File: src/rtl/cache_set_ctrl.sv
`default_nettype none
// ============================================================================
// Module  : cache_set_ctrl
// Brief   : N-way cache set sequencer (MESI tag store, tree-PLRU, bus ops).
//           Define CACHE_SET_PRINT_EN for cmd-9 way dump and bus op trace.
// Revision: 1.0  initial release
// ============================================================================
module cache_set_ctrl #(
   parameter int WAYS  = 4,
   parameter int TAG_W = 12
) (
   input  logic             clk,
   input  logic             rst,
   input  logic             cmd_valid,
   output logic             cmd_ready,
   input  logic [3:0]       cmd_n,
   input  logic [TAG_W-1:0] cmd_tag,
   output logic             bus_req_valid,
   input  logic             bus_req_ready,
   output logic [1:0]       bus_req_op,
   output logic [TAG_W-1:0] bus_req_tag,
   input  logic [1:0]       snoop_result,
   output logic             done,
   output logic             done_hit,
   output logic [1:0]       put_snoop
);
   localparam int c_WAY_W = $clog2(WAYS);

   localparam logic [2:0] c_IDLE = 3'd0, c_LOOKUP = 3'd1, c_WB = 3'd2, c_BUS = 3'd3, c_UPDATE = 3'd4;
   localparam logic [1:0] c_I = 2'd0, c_S = 2'd1, c_E = 2'd2, c_M = 2'd3;
   localparam logic [1:0] c_OP_READ = 2'd0, c_OP_WRITE = 2'd1, c_OP_INV = 2'd2, c_OP_RFO = 2'd3;
   localparam logic [1:0] c_SN_HIT = 2'd0, c_SN_NOHIT = 2'd1, c_SN_HITM = 2'd2;

   logic [2:0]         r_state, w_next_state;
   logic [TAG_W-1:0]   r_tag  [WAYS];
   logic [1:0]         r_mesi [WAYS];
   logic [WAYS-2:0]    r_plru;
   logic [3:0]         r_cmd;
   logic [TAG_W-1:0]   r_ctag;
   logic               r_hit;
   logic [c_WAY_W-1:0] r_way;
   logic [1:0]         r_way_mesi;
   logic [1:0]         r_bus_op;
   logic [1:0]         r_snoop;

   logic [WAYS-1:0]    w_match, w_free;
   logic               w_hit, w_need_wb, w_need_bus;
   logic [c_WAY_W-1:0] w_hit_way, w_free_way, w_plru_way, w_way;
   logic [1:0]         w_way_mesi, w_bus_op;
   logic [WAYS-2:0]    w_plru_touch;

   for (genvar g = 0; g < WAYS; g++) begin : g_cmp
      assign w_match[g] = (r_mesi[g] != c_I) && (r_tag[g] == r_ctag);
      assign w_free[g]  = (r_mesi[g] == c_I);
   end

   // Hit way, lowest free way, and the PLRU-selected way (walk from the root)
   always_comb begin
      logic [c_WAY_W-1:0] node;
      w_hit_way  = '0;
      w_free_way = '0;
      w_plru_way = '0;
      for (int i = WAYS-1; i >= 0; i--) begin
         if (w_match[i]) w_hit_way = c_WAY_W'(i);
         if (w_free[i])  w_free_way = c_WAY_W'(i);
      end
      node = '0;
      for (int lvl = c_WAY_W-1; lvl >= 0; lvl--) begin
         w_plru_way[lvl] = r_plru[node];
         node = (node << 1) + c_WAY_W'(1) + c_WAY_W'(r_plru[node]);
      end
      w_hit      = |w_match;
      w_way      = w_hit ? w_hit_way : ((|w_free) ? w_free_way : w_plru_way);
      w_way_mesi = r_mesi[w_way];
   end

   always_comb begin
      logic [c_WAY_W-1:0] node;
      w_plru_touch = r_plru;
      node = '0;
      for (int lvl = c_WAY_W-1; lvl >= 0; lvl--) begin
         w_plru_touch[node] = ~r_way[lvl];
         node = (node << 1) + c_WAY_W'(1) + c_WAY_W'(r_way[lvl]);
      end
   end

   always_comb begin
      w_need_wb  = 1'b0;
      w_need_bus = 1'b0;
      w_bus_op   = c_OP_READ;
      case (r_cmd)
         4'd0, 4'd2: if (!w_hit) begin
            w_need_wb  = (w_way_mesi == c_M);
            w_need_bus = 1'b1;
         end
         4'd1: begin
            if (w_hit) begin
               w_need_bus = (w_way_mesi == c_S);
               w_bus_op   = c_OP_INV;
            end else begin
               w_need_wb  = (w_way_mesi == c_M);
               w_need_bus = 1'b1;
               w_bus_op   = c_OP_RFO;
            end
         end
         4'd4, 4'd6: if (w_hit && w_way_mesi == c_M) begin
            w_need_bus = 1'b1;
            w_bus_op   = c_OP_WRITE;
         end
         default: ;
      endcase
   end

   always_ff @(posedge clk) begin
      if (rst) r_state <= c_IDLE;
      else     r_state <= w_next_state;
   end

   always_comb begin
      w_next_state = r_state;
      case (r_state)
         c_IDLE:   if (cmd_valid) w_next_state = c_LOOKUP;
         c_LOOKUP: w_next_state = w_need_wb ? c_WB : (w_need_bus ? c_BUS : c_UPDATE);
         c_WB:     if (bus_req_ready) w_next_state = c_BUS;
         c_BUS:    if (bus_req_ready) w_next_state = c_UPDATE;
         c_UPDATE: w_next_state = c_IDLE;
         default:  w_next_state = c_IDLE;
      endcase
   end

   always_comb begin
      cmd_ready     = (r_state == c_IDLE);
      bus_req_valid = (r_state == c_WB) || (r_state == c_BUS);
      bus_req_op    = c_OP_READ;
      bus_req_tag   = '0;
      done          = 1'b0;
      done_hit      = 1'b0;
      put_snoop     = c_SN_HIT;
      if (r_state == c_WB) begin
         bus_req_op  = c_OP_WRITE;
         bus_req_tag = r_tag[r_way];
      end else if (r_state == c_BUS) begin
         bus_req_op  = r_bus_op;
         bus_req_tag = r_ctag;
      end
      if (r_state == c_UPDATE) begin
         done     = 1'b1;
         done_hit = r_hit && (r_cmd != 4'd8);
         case (r_cmd)
            4'd4, 4'd6: put_snoop = !r_hit ? c_SN_NOHIT : ((r_way_mesi == c_M) ? c_SN_HITM : c_SN_HIT);
            4'd5:       put_snoop = c_SN_NOHIT;
            default:    put_snoop = c_SN_HIT;
         endcase
      end
   end

   // Way state only moves in UPDATE; write hits keep the replacement order as is
   always_ff @(posedge clk) begin
      if (rst) begin
         for (int i = 0; i < WAYS; i++) begin
            r_tag[i]  <= '0;
            r_mesi[i] <= c_I;
         end
         r_plru     <= '0;
         r_cmd      <= '0;
         r_ctag     <= '0;
         r_hit      <= 1'b0;
         r_way      <= '0;
         r_way_mesi <= c_I;
         r_bus_op   <= c_OP_READ;
         r_snoop    <= c_SN_HIT;
      end else begin
         case (r_state)
            c_IDLE: if (cmd_valid) begin
               r_cmd  <= cmd_n;
               r_ctag <= cmd_tag;
            end
            c_LOOKUP: begin
               r_hit      <= w_hit;
               r_way      <= w_way;
               r_way_mesi <= w_way_mesi;
               r_bus_op   <= w_bus_op;
            end
            c_BUS: if (bus_req_ready) r_snoop <= snoop_result;
            c_UPDATE: begin
               case (r_cmd)
                  4'd0, 4'd2: begin
                     if (!r_hit) begin
                        r_tag[r_way]  <= r_ctag;
                        r_mesi[r_way] <= (r_snoop == c_SN_NOHIT) ? c_E : c_S;
                     end
                     r_plru <= w_plru_touch;
                  end
                  4'd1: begin
                     r_mesi[r_way] <= c_M;
                     if (!r_hit) begin
                        r_tag[r_way] <= r_ctag;
                        r_plru       <= w_plru_touch;
                     end
                  end
                  4'd3: if (r_hit && r_way_mesi == c_S) r_mesi[r_way] <= c_I;
                  4'd4: if (r_hit) r_mesi[r_way] <= c_S;
                  4'd6: if (r_hit) r_mesi[r_way] <= c_I;
                  4'd8: begin
                     for (int i = 0; i < WAYS; i++) r_mesi[i] <= c_I;
                     r_plru <= '0;
                  end
                  default: ;
               endcase
            end
            default: ;
         endcase
      end
   end

`ifdef CACHE_SET_PRINT_EN
   function automatic logic [7:0] f_mesi_chr(input logic [1:0] m);
      case (m)
         c_S:     return "S";
         c_E:     return "E";
         c_M:     return "M";
         default: return "I";
      endcase
   endfunction

   always_ff @(posedge clk) begin
      if (!rst && r_state == c_UPDATE && r_cmd == 4'd9) begin
         for (int i = 0; i < WAYS; i++)
            $display("way %0d tag %h %c plru %b", i, r_tag[i], f_mesi_chr(r_mesi[i]), r_plru);
      end
      if (!rst && bus_req_valid && bus_req_ready)
         $display("bus op %0d tag %h", bus_req_op, bus_req_tag);
   end
`endif

endmodule
`default_nettype wire
File: config.mk
export PLATFORM = sky130hd
export DESIGN_NAME = cache_set_ctrl
export DESIGN_NICKNAME = d
export VERILOG_FILES = /design/src/rtl/cache_set_ctrl.sv
export SDC_FILE = /design/constraint.sdc
export NUM_CORES = 1
export LEC_CHECK = 0
export CAP_MARGIN = 20
export CORE_ASPECT_RATIO = 1.25
export CORE_UTILIZATION = 50
export CTS_CLUSTER_DIAMETER = 150
export DETAILED_ROUTE_END_ITERATION = 10
export PLACE_DENSITY = 0.71
export SYNTH_ARGS = -nofsm -noshare
export SYNTH_HDL_FRONTEND = slang
export SYNTH_SLANG_ARGS = --single-unit
File: constraint.sdc
create_clock -name clk -period 8.8 [get_ports clk]
set_clock_uncertainty 0.05 [all_clocks]
set_input_delay 1.32 -clock clk [delete_from_list [all_inputs] [get_ports clk]]
set_output_delay 1.32 -clock clk [all_outputs]
set_load 0.02 [all_outputs]
==> results.yml, run 1 <==
global_routing:
  gr-usage-all-layers_pct: 25.5
  grt_start_max_net_pins: 42
  first_global_vias: 3633
  grt_pass1_wl_mm: 19.4
  antenna_found_initial: 0
  grt_overflow: 0
layout:
  final_common_cell: "nand2_1"
  syn2layout_area_growth_pct: 16.6
  antenna_cells: 0
  layout-drive-gt1-share_pct: 9.25
  nFillCells: 821
  final_cell_mix: "nand2_1, edfxtp_1, nor2_1, clkdlybuf4s50_1, dfxtp_1"
  multi_input_area_sq_um: 2370
  seqCellArea_sq_um: 2340
  fin_nets: 525
power_and_ir_drop:
  peakVddDrop_uv: 116
  totalPowerFinal_w: 0.00135
  power.density_nw_per_um2: 237
  cellLeakagePower_nw: 2.12
timing:
  period_minus_slack_ns: 3.95
  worst_pin_slew_ns: 1.01
  fmax_mhz: 253
  hold_viol: 0
  maxSlewViolCount: 0
  setup-tns-final_ns: 0
  rsz0062_at_grt: "false"
  setup_viol_count_final: 0
  max_slew_margin_pct: 32.6
  fin_crit_sh_pct: 44.9
critical_path:
  crit_path_start_kind: "input pin"
  critPathKind: "input pin to flip-flop"
  cp-end-kind: "flip-flop"
  reg2reg_from: "r_ctag[10]"
  critPathRequiredTime_ns: 8.77
  crit_path_max_fanout: 41
  critPathArrivalTime_ns: 3.92
  r2r_slack_ns: 5.12
  reg2regPathDepth: 9
  r2r-end: "r_state[1]"
floorplanning:
  die_x_um: 90.4
  num_rows: 40
  ios: 42
  core_area_sq_um: 9560
  fp.dieH_um: 113
  die-area_sq_um: 10200
  start_util_pct: 51.1
routing:
  first_iter_violations: 268
  ant_nets: 0
  firstDrtPassIters: 4
  routed_wl_mm: 12.4
  vias: 3722
  drc: 0
  avgViaCountPerCell: 5.87
  wl_per_cell_um: 19.6
synth:
  avgSynthCellArea_sq_um: 10.2
  ys_ff_latch: 89
  synth_area_leaders: "edfxtp_1, dfxtp_1, mux4_2"
  syn-num-nets: 501
  ys_warn_count: 0
  yosys_most_used_dff: "edfxtp_1"
  async_flop_share_pct: 0
  synth-edff-count: 56
  netlist_instances: 479
  ys_seq_area_share_pct: 47.9
  synth_area_sq_um: 4890
  yosysUniqueCellTypes: 52
  yosysTopAreaCellShare_pct: 34.4
  synth_top_area_cell: "edfxtp_1"
placed_design:
  globalplace.congestion: 0.859
  io_buffers: 41
  hpwl_mm: 8.63
run:
  max_cap_viol_count: 0
clocking:
  cts_made_buffers: 9
  ctsResizeCount: 0
  cts_tree: "done"
  htree_levels: 3
  path_clk_slew_ns: 0.06
  ctsLongestPathBuffers: 2
  root_buffer: "clkbuf_16"
  cts_post_setup_buffers_inserted: 0
  clk_latency_ns: 0.34
  postCtsHoldBufs: 0
  cts.sinks: 89
outcome:
  status: "complete, no violations"
hold_path:
  hold-path-cell-count: 2
  hold_end: "r_bus_op[1]"
  hp-start: "r_bus_op[1]"
  hp-class: "flip-flop to flip-flop"
==> worst max-delay path by stage <==
stage / start / to / slack (ns) / cells after the start
after floorplan: rst / r_tag[3][0] / 5.27 / 5
after global placement: rst / r_tag[3][4] / 4.42 / 7
after detailed placement: rst / r_tag[3][8] / 4.30 / 7
after CTS: rst / r_tag[3][7] / 4.64 / 7
after global routing: rst / r_tag[1][9] / 4.69 / 7
final: rst / r_tag[1][1] / 4.85 / 7
==> sequential cells by signal, indices dropped and copies added, names as in the netlist, named ones only <==
register	cells
r_plru	3
r_mesi	8
r_way_mesi	2
r_tag	48
r_bus_op	2
r_state	3
r_way	2
r_ctag	12
r_cmd	4
r_hit	1
r_snoop	2
==> power breakdown <==
part	internal [W]	leakage (nW)	switching [W]
sequential	0.000484	0.847	0.0000877
clock	0.000279	0.159	0.000161
combinational	0.000149	1.11	0.000190
==> metrics by stage <==
stage / area (sq um) / util [%] / std cells / setup WS (ns) / hold slack (ns)
final: 5700 / 59.6 / 634 / 4.85 / 0.401
after detailed placement: 5340 / 55.9 / 616 / 4.30 / 0.395
after floorplan: 4890 / - / 479 / 5.27 / 0.382
after global routing: 5700 / 59.6 / 634 / 4.69 / 0.428
after global placement: 5340 / 55.9 / 616 / 4.42 / 0.391
after CTS: 5690 / 59.5 / 632 / 4.64 / 0.403
==> routing by layer <==
layer / wire length, um / part of all wire [%] / global-route usage, %
met5: 0 / 0 / 0
met1: 4650 / 37 / 29.4
met3: 631 / 5.1 / 2.91
met2: 6580 / 53 / 45.2
met4: 589 / 4.7 / 15.7
==> layout make-up <==
cell class                      instances  area share (%)
Sequential cell                        89            41.1
Clock inverter                          6            2.00
Multi-Input combinational cell        348            41.6
Tap cell                              126            2.77
Clock buffer                           10            4.02
Inverter                                7           0.461
Timing Repair Buffer                   48            8.08
==> logic make-up after synthesis <==
family          Yosys count  share of synthesized area (%)
buf+inv                  42                           3.66
flops                    89                           47.9
simple gates            211                           21.9
mux                      34                           10.2
xor+xnor                 49                           8.78
compound gates           54                           7.50
==> synth_stat cells (all sizes together) (8+ instances only) <==
cell type / number
and3: 27
mux2i: 20
nand2: 59
mux4: 12
nand4: 8
edfxtp: 56
dfxtp: 33
and2: 28
clkbuf: 24
xor2: 20
buf: 11
xnor2: 29
nor4: 8
nor2: 47
a21oi: 30
==> critical path: stages <==
cell and delay [ns]:
clkdlybuf4s50_1 0.40, buf_4 0.26, or4_1 0.58, nor3_2 0.15
buf_4 0.34, and3_1 0.46, or2_2 0.38
Power figures use the tool's default switching activity.
==> run 2, diff against run 1 <==
- clock period: 8.8 -> 4.1 ns (I/O delays scaled with it)
==> run 2 against run 1 <==
- critical path depth grew 2
- global-route usage rose by 0.39 points
- register-to-register slack worse by 4.5 ns
- clock-buffer cell count down 1
- worst setup slack worse by 4.2 ns
- clock power up 88%
==> results.yml, run 2 (same netlist as run 1, synthesis figures left out) <==
layout:
  top_regs: "r_tag x48, r_ctag x12, r_mesi x8"
  final_area_sq_um: 5680
  largest_register_ffs: 48
  layout-drive-gt1-share_pct: 9.78
  final_common_cell: "nand2_1"
  final_cell_mix: "nand2_1, edfxtp_1, nor2_1, clkdlybuf4s50_1, dfxtp_1"
  largest-register: "r_tag"
  fin_nets: 528
  syn2layout_area_growth_pct: 16.2
  antenna_cells: 0
floorplanning:
  ios: 42
  core_area_sq_um: 9560
  fp.dieH_um: 113
  num_rows: 40
  die_x_um: 90.4
  start_util_pct: 51.1
  die-area_sq_um: 10200
global_routing:
  gr-usage-all-layers_pct: 25.9
  grt_start_max_net_pins: 41
  antenna_found_initial: 0
  first_global_vias: 3673
  grt_pass1_wl_mm: 19.7
  grt_overflow: 0
power_and_ir_drop:
  cellLeakagePower_nw: 2.12
  swShare_pct: 34.3
  power.density_nw_per_um2: 493
  peakVddDrop_uv: 253
  netSwitchingPower_w: 0.000958
  p_clk_share_pct: 29.6
  power_frac_comb_pct: 27.0
  seq_power_share_pct: 43.4
  intPower_w: 0.00184
timing:
  period_minus_slack_ns: 3.44
  setup-tns-final_ns: 0
  hold_viol: 0
  fin_crit_sh_pct: 83.8
  rsz0062_at_grt: "false"
  maxSlewViolCount: 0
  holdWs_ns: 0.401
  fmax_mhz: 291
  worst_pin_slew_ns: 0.840
  max_slew_margin_pct: 42.5
  setup_viol_count_final: 0
critical_path:
  critPathRequiredTime_ns: 4.27
  crit_path_max_fanout: 10
  reg2reg_from: "r_ctag[1]"
  critPathKind: "flip-flop to flip-flop"
  crit_path_start_kind: "flip-flop"
  cp-end-kind: "flip-flop"
  reg2regPathDepth: 9
  critPathArrivalTime_ns: 3.61
  r2r_slack_ns: 0.66
  r2r-end: "r_state[1]"
outcome:
  status: "complete, no violations"
routing:
  wl_per_cell_um: 19.7
  drc: 0
  avgViaCountPerCell: 5.77
  firstDrtPassIters: 4
  first_iter_violations: 204
  routed_wl_mm: 12.5
  ant_nets: 0
  vias: 3676
clocking:
  cts_tree: "done"
  root_buffer: "clkbuf_16"
  path_clk_slew_ns: 0.07
  clk_latency_ns: 0.35
  cts_post_setup_buffers_inserted: 0
  ctsResizeCount: 0
  postCtsHoldBufs: 0
  cts_made_buffers: 9
  ctsLongestPathBuffers: 2
  cts.sinks: 89
  htree_levels: 3
hold_path:
  hold-path-cell-count: 2
  hold_end: "r_bus_op[1]"
  hp-class: "flip-flop to flip-flop"
  hp-start: "r_bus_op[1]"
placed_design:
  placed_area_sq_um: 5380
  io_buffers: 41
  hpwl_mm: 8.86
  globalplace.congestion: 0.871
run:
  max_cap_viol_count: 0
==> run 2: cell types whose count changed in the layout (fill, tap and decap cells not counted) <==
cell	before	now
clkinvlp_4	2	0
clkbuf_1	1	0
bufinv_16	3	1
clkinv_2	0	2
buf_4	6	10
clkbuf_2	1	0
clkinv_4	0	2
clkinv_1	0	1
==> run 2: area by class of cell <==
| cell class | instances | area, sq um |
|---|---|---|
| Fill cell | 808 | 3880 |
| Multi-Input combinational cell | 348 | 2370 |
| Sequential cell | 89 | 2340 |
| Timing Repair Buffer | 51 | 485 |
| Clock buffer | 9 | 225 |
| Tap cell | 126 | 158 |
| Clock inverter | 7 | 70.1 |
| Inverter | 7 | 26.3 |
==> run 2: power groups by stage <==
stage / Combinational, W / Clock, W / Sequential, W
finish: 0.000755 / 0.000827 / 0.00121
global route: 0.000823 / 0.000863 / 0.00123
CTS: 0.000758 / 0.000835 / 0.00121
detailed placement: 0.000752 / 0 / 0.00123
global placement: 0.000743 / 0 / 0.00123
floorplan: 0.000609 / 0 / 0.00110
==> run 2: per-stage QoR <==
step                      util (%)  std cells  setup slack [ns]  total power (W)
after floorplan                  -        479              1.07          0.00171
after global placement        56.3        621             0.848          0.00197
after detailed placement      56.3        621             0.727          0.00198
after CTS                     59.4        637             0.714          0.00281
after global routing          59.4        637             0.471          0.00292
final                         59.4        637             0.664          0.00280
==> run 2: critical path, stage by stage (launching register included) <==
cell	delay, ns
dfxtp_1	0.54
xor2_1	0.14
nor4_1	0.31
nand4_1	0.18
or4_4	0.58
a311oi_4	0.47
mux2_1	0.39
and3_1	0.18
o31ai_1	0.33
a31oi_1	0.13
==> run 2: worst max-delay path by stage <==
| stage | startpoint | to | slack, ns | cells after the start |
|---|---|---|---|---|
| after floorplan | r_ctag[1] | r_state[1] | 1.07 | 10 |
| after global placement | r_ctag[10] | r_state[1] | 0.85 | 9 |
| after detailed placement | r_ctag[1] | r_state[1] | 0.73 | 9 |
| after CTS | r_ctag[1] | r_state[1] | 0.71 | 9 |
| after global routing | r_ctag[1] | r_state[1] | 0.47 | 9 |
| final | r_ctag[1] | r_state[1] | 0.66 | 9 |
==> run 2: metal layers <==
metal | vias up | GRT usage (%) | wire length [um]
met2 | 104 | 45.4 | 6620
met1 | 1784 | 29.7 | 4910
met4 | 0 | 15.1 | 433
met3 | 28 | 4.47 | 563
li1 | 1760 | - | -
met5 | - | 0 | 0
==> run 3, diff against run 2 <==
- clock period: 4.1 -> 3.5 ns (I/O delays scaled with it)
==> run 3 against run 2 <==
- sequential share of layout area is 0.95 points lower
- total power increased by 21%
- clock-buffer cell count grew 6
- first-iteration DRC count up 17%
- largest cell class unchanged
- cell count grew 2.0%
- maximum frequency up 6.9%
- critical path depth grew 1
- final area is 2.4% higher
- combinational power increased by 29%
- via count is 4.1% higher
- global-route usage rose by 1.1 points
- sequential power increased by 14%
==> results.yml, run 3 (same netlist as run 1, synthesis figures left out) <==
timing:
  setup_viol_count_final: 0
  maxSlewViolCount: 0
  setup-tns-final_ns: 0
  fmax_mhz: 311
  period_minus_slack_ns: 3.21
  hold_viol: 0
  rsz0062_at_grt: "false"
  max_slew_margin_pct: 39.4
  worst_pin_slew_ns: 0.885
  fin_crit_sh_pct: 91.8
  holdWs_ns: 0.401
layout:
  layout-drive-gt1-share_pct: 12.0
  final_common_cell: "nand2_1"
  top_regs: "r_tag x48, r_ctag x12, r_mesi x8"
  final_cell_mix: "nand2_1, edfxtp_1, nor2_1, clkdlybuf4s50_1, dfxtp_1"
  syn2layout_area_growth_pct: 18.9
  largest-register: "r_tag"
  largest_register_ffs: 48
  antenna_cells: 0
  fin_nets: 541
critical_path:
  critPathRequiredTime_ns: 3.70
  critical_path.top_delay_family: "simple AND/OR/NAND/NOR gates"
  crit_buf_inv: 1
  startpoint: "r_ctag[3]"
  reg2reg_from: "r_ctag[3]"
  path_common_cell: "mux2i_1"
  max_stage_delay_ns: 0.59
  cp-end-kind: "flip-flop"
  critical-path-slowest-cell: "or4_4"
  crit_path_start_kind: "flip-flop"
  critPathArrivalTime_ns: 3.42
  critPathKind: "flip-flop to flip-flop"
  crit_path_max_fanout: 10
  crit_chain: "xor2_1, nor4_1, nand4_1, or4_4, a311oi_4, buf_4, mux2i_1, mux2i_1, and4_1, a311oi_2"
power_and_ir_drop:
  power.density_nw_per_um2: 583
  swShare_pct: 33.3
  intPower_w: 0.00226
  p_clk_share_pct: 30.7
  netSwitchingPower_w: 0.00113
  peakVddDrop_uv: 324
  seq_power_share_pct: 40.6
  power_frac_comb_pct: 28.7
  cellLeakagePower_nw: 2.21
clocking:
  cts.sinks: 89
  cts_post_setup_buffers_inserted: 0
  clk_latency_ns: 0.34
  postCtsHoldBufs: 0
  path_clk_slew_ns: 0.06
  ctsResizeCount: 0
  root_buffer: "clkbuf_16"
  cts_tree: "done"
  ctsLongestPathBuffers: 2
  htree_levels: 3
  cts_made_buffers: 9
routing:
  first_iter_violations: 238
  vias: 3826
  ant_nets: 0
  wl_per_cell_um: 19.9
  avgViaCountPerCell: 5.89
  drc: 0
  routed_wl_mm: 12.9
  firstDrtPassIters: 5
hold_path:
  hp-start: "r_bus_op[1]"
  hp-class: "flip-flop to flip-flop"
placed_design:
  globalplace.congestion: 0.922
  io_buffers: 41
  hpwl_mm: 9.45
floorplanning:
  die-area_sq_um: 10200
  fp.dieH_um: 113
  core_area_sq_um: 9560
  ios: 42
  start_util_pct: 51.1
  die_x_um: 90.4
  num_rows: 40
global_routing:
  grt_start_max_net_pins: 38
  gr-usage-all-layers_pct: 27.0
  first_global_vias: 3763
  antenna_found_initial: 0
  grt_overflow: 0
  grt_pass1_wl_mm: 20.1
outcome:
  status: "complete, no violations"
run:
  max_cap_viol_count: 0
## run 3: worst register-to-register path: stages, from the launching register on
cell and delay [ns]:
dfxtp_1 0.53, xor2_1 0.12, nor4_1 0.34, nand4_1 0.15, or4_4 0.59, a311oi_4 0.25, buf_4 0.20, mux2i_1 0.30
mux2i_1 0.19, and4_1 0.24, a311oi_2 0.17
## run 3: final cells by class
| cell class | count | area, sq um |
|---|---|---|
| Clock inverter | 1 | 8.76 |
| Clock buffer | 15 | 323 |
| Timing Repair Buffer | 64 | 583 |
| Fill cell | 768 | 3750 |
| Sequential cell | 89 | 2340 |
| Tap cell | 126 | 158 |
| Multi-Input combinational cell | 348 | 2370 |
| Inverter | 7 | 26.3 |
## run 3: routing by layer
layer	part of all wire [%]	global-route usage (%)
met1	37	29.3
met2	53	48.9
met3	5.1	4.81
met4	4.5	16.0
met5	0	0
## run 3: final timing paths
check                endpoint  cells past startpoint  slack [ns]
setup / recovery   r_state[0]                     10        0.29
hold / removal    r_bus_op[1]                      2        0.40
hold reg to reg   r_bus_op[1]                      2        0.40
setup reg to reg   r_state[0]                     10        0.29
## run 3: power groups by stage
stage	Sequential, W	Clock, W	Combinational [W]
2_1_floorplan	0.00129	0	0.000713
3_3_place_gp	0.00139	0	0.000955
3_5_place_dp	0.00140	0	0.000967
4_1_cts	0.00137	0.00105	0.000972
5_1_grt	0.00139	0.00110	0.00105
6_report	0.00138	0.00104	0.000974
## run 3: through the flow
stage	setup WS (ns)	area, sq um	std cells	power, W	util (%)
after floorplan	0.470	4890	479	0.00200	-
after global placement	0.479	5480	634	0.00235	57.3
after detailed placement	0.362	5480	634	0.00236	57.3
after CTS	0.307	5810	650	0.00340	60.8
after global routing	0.0734	5810	650	0.00354	60.8
final	0.287	5810	650	0.00339	60.8
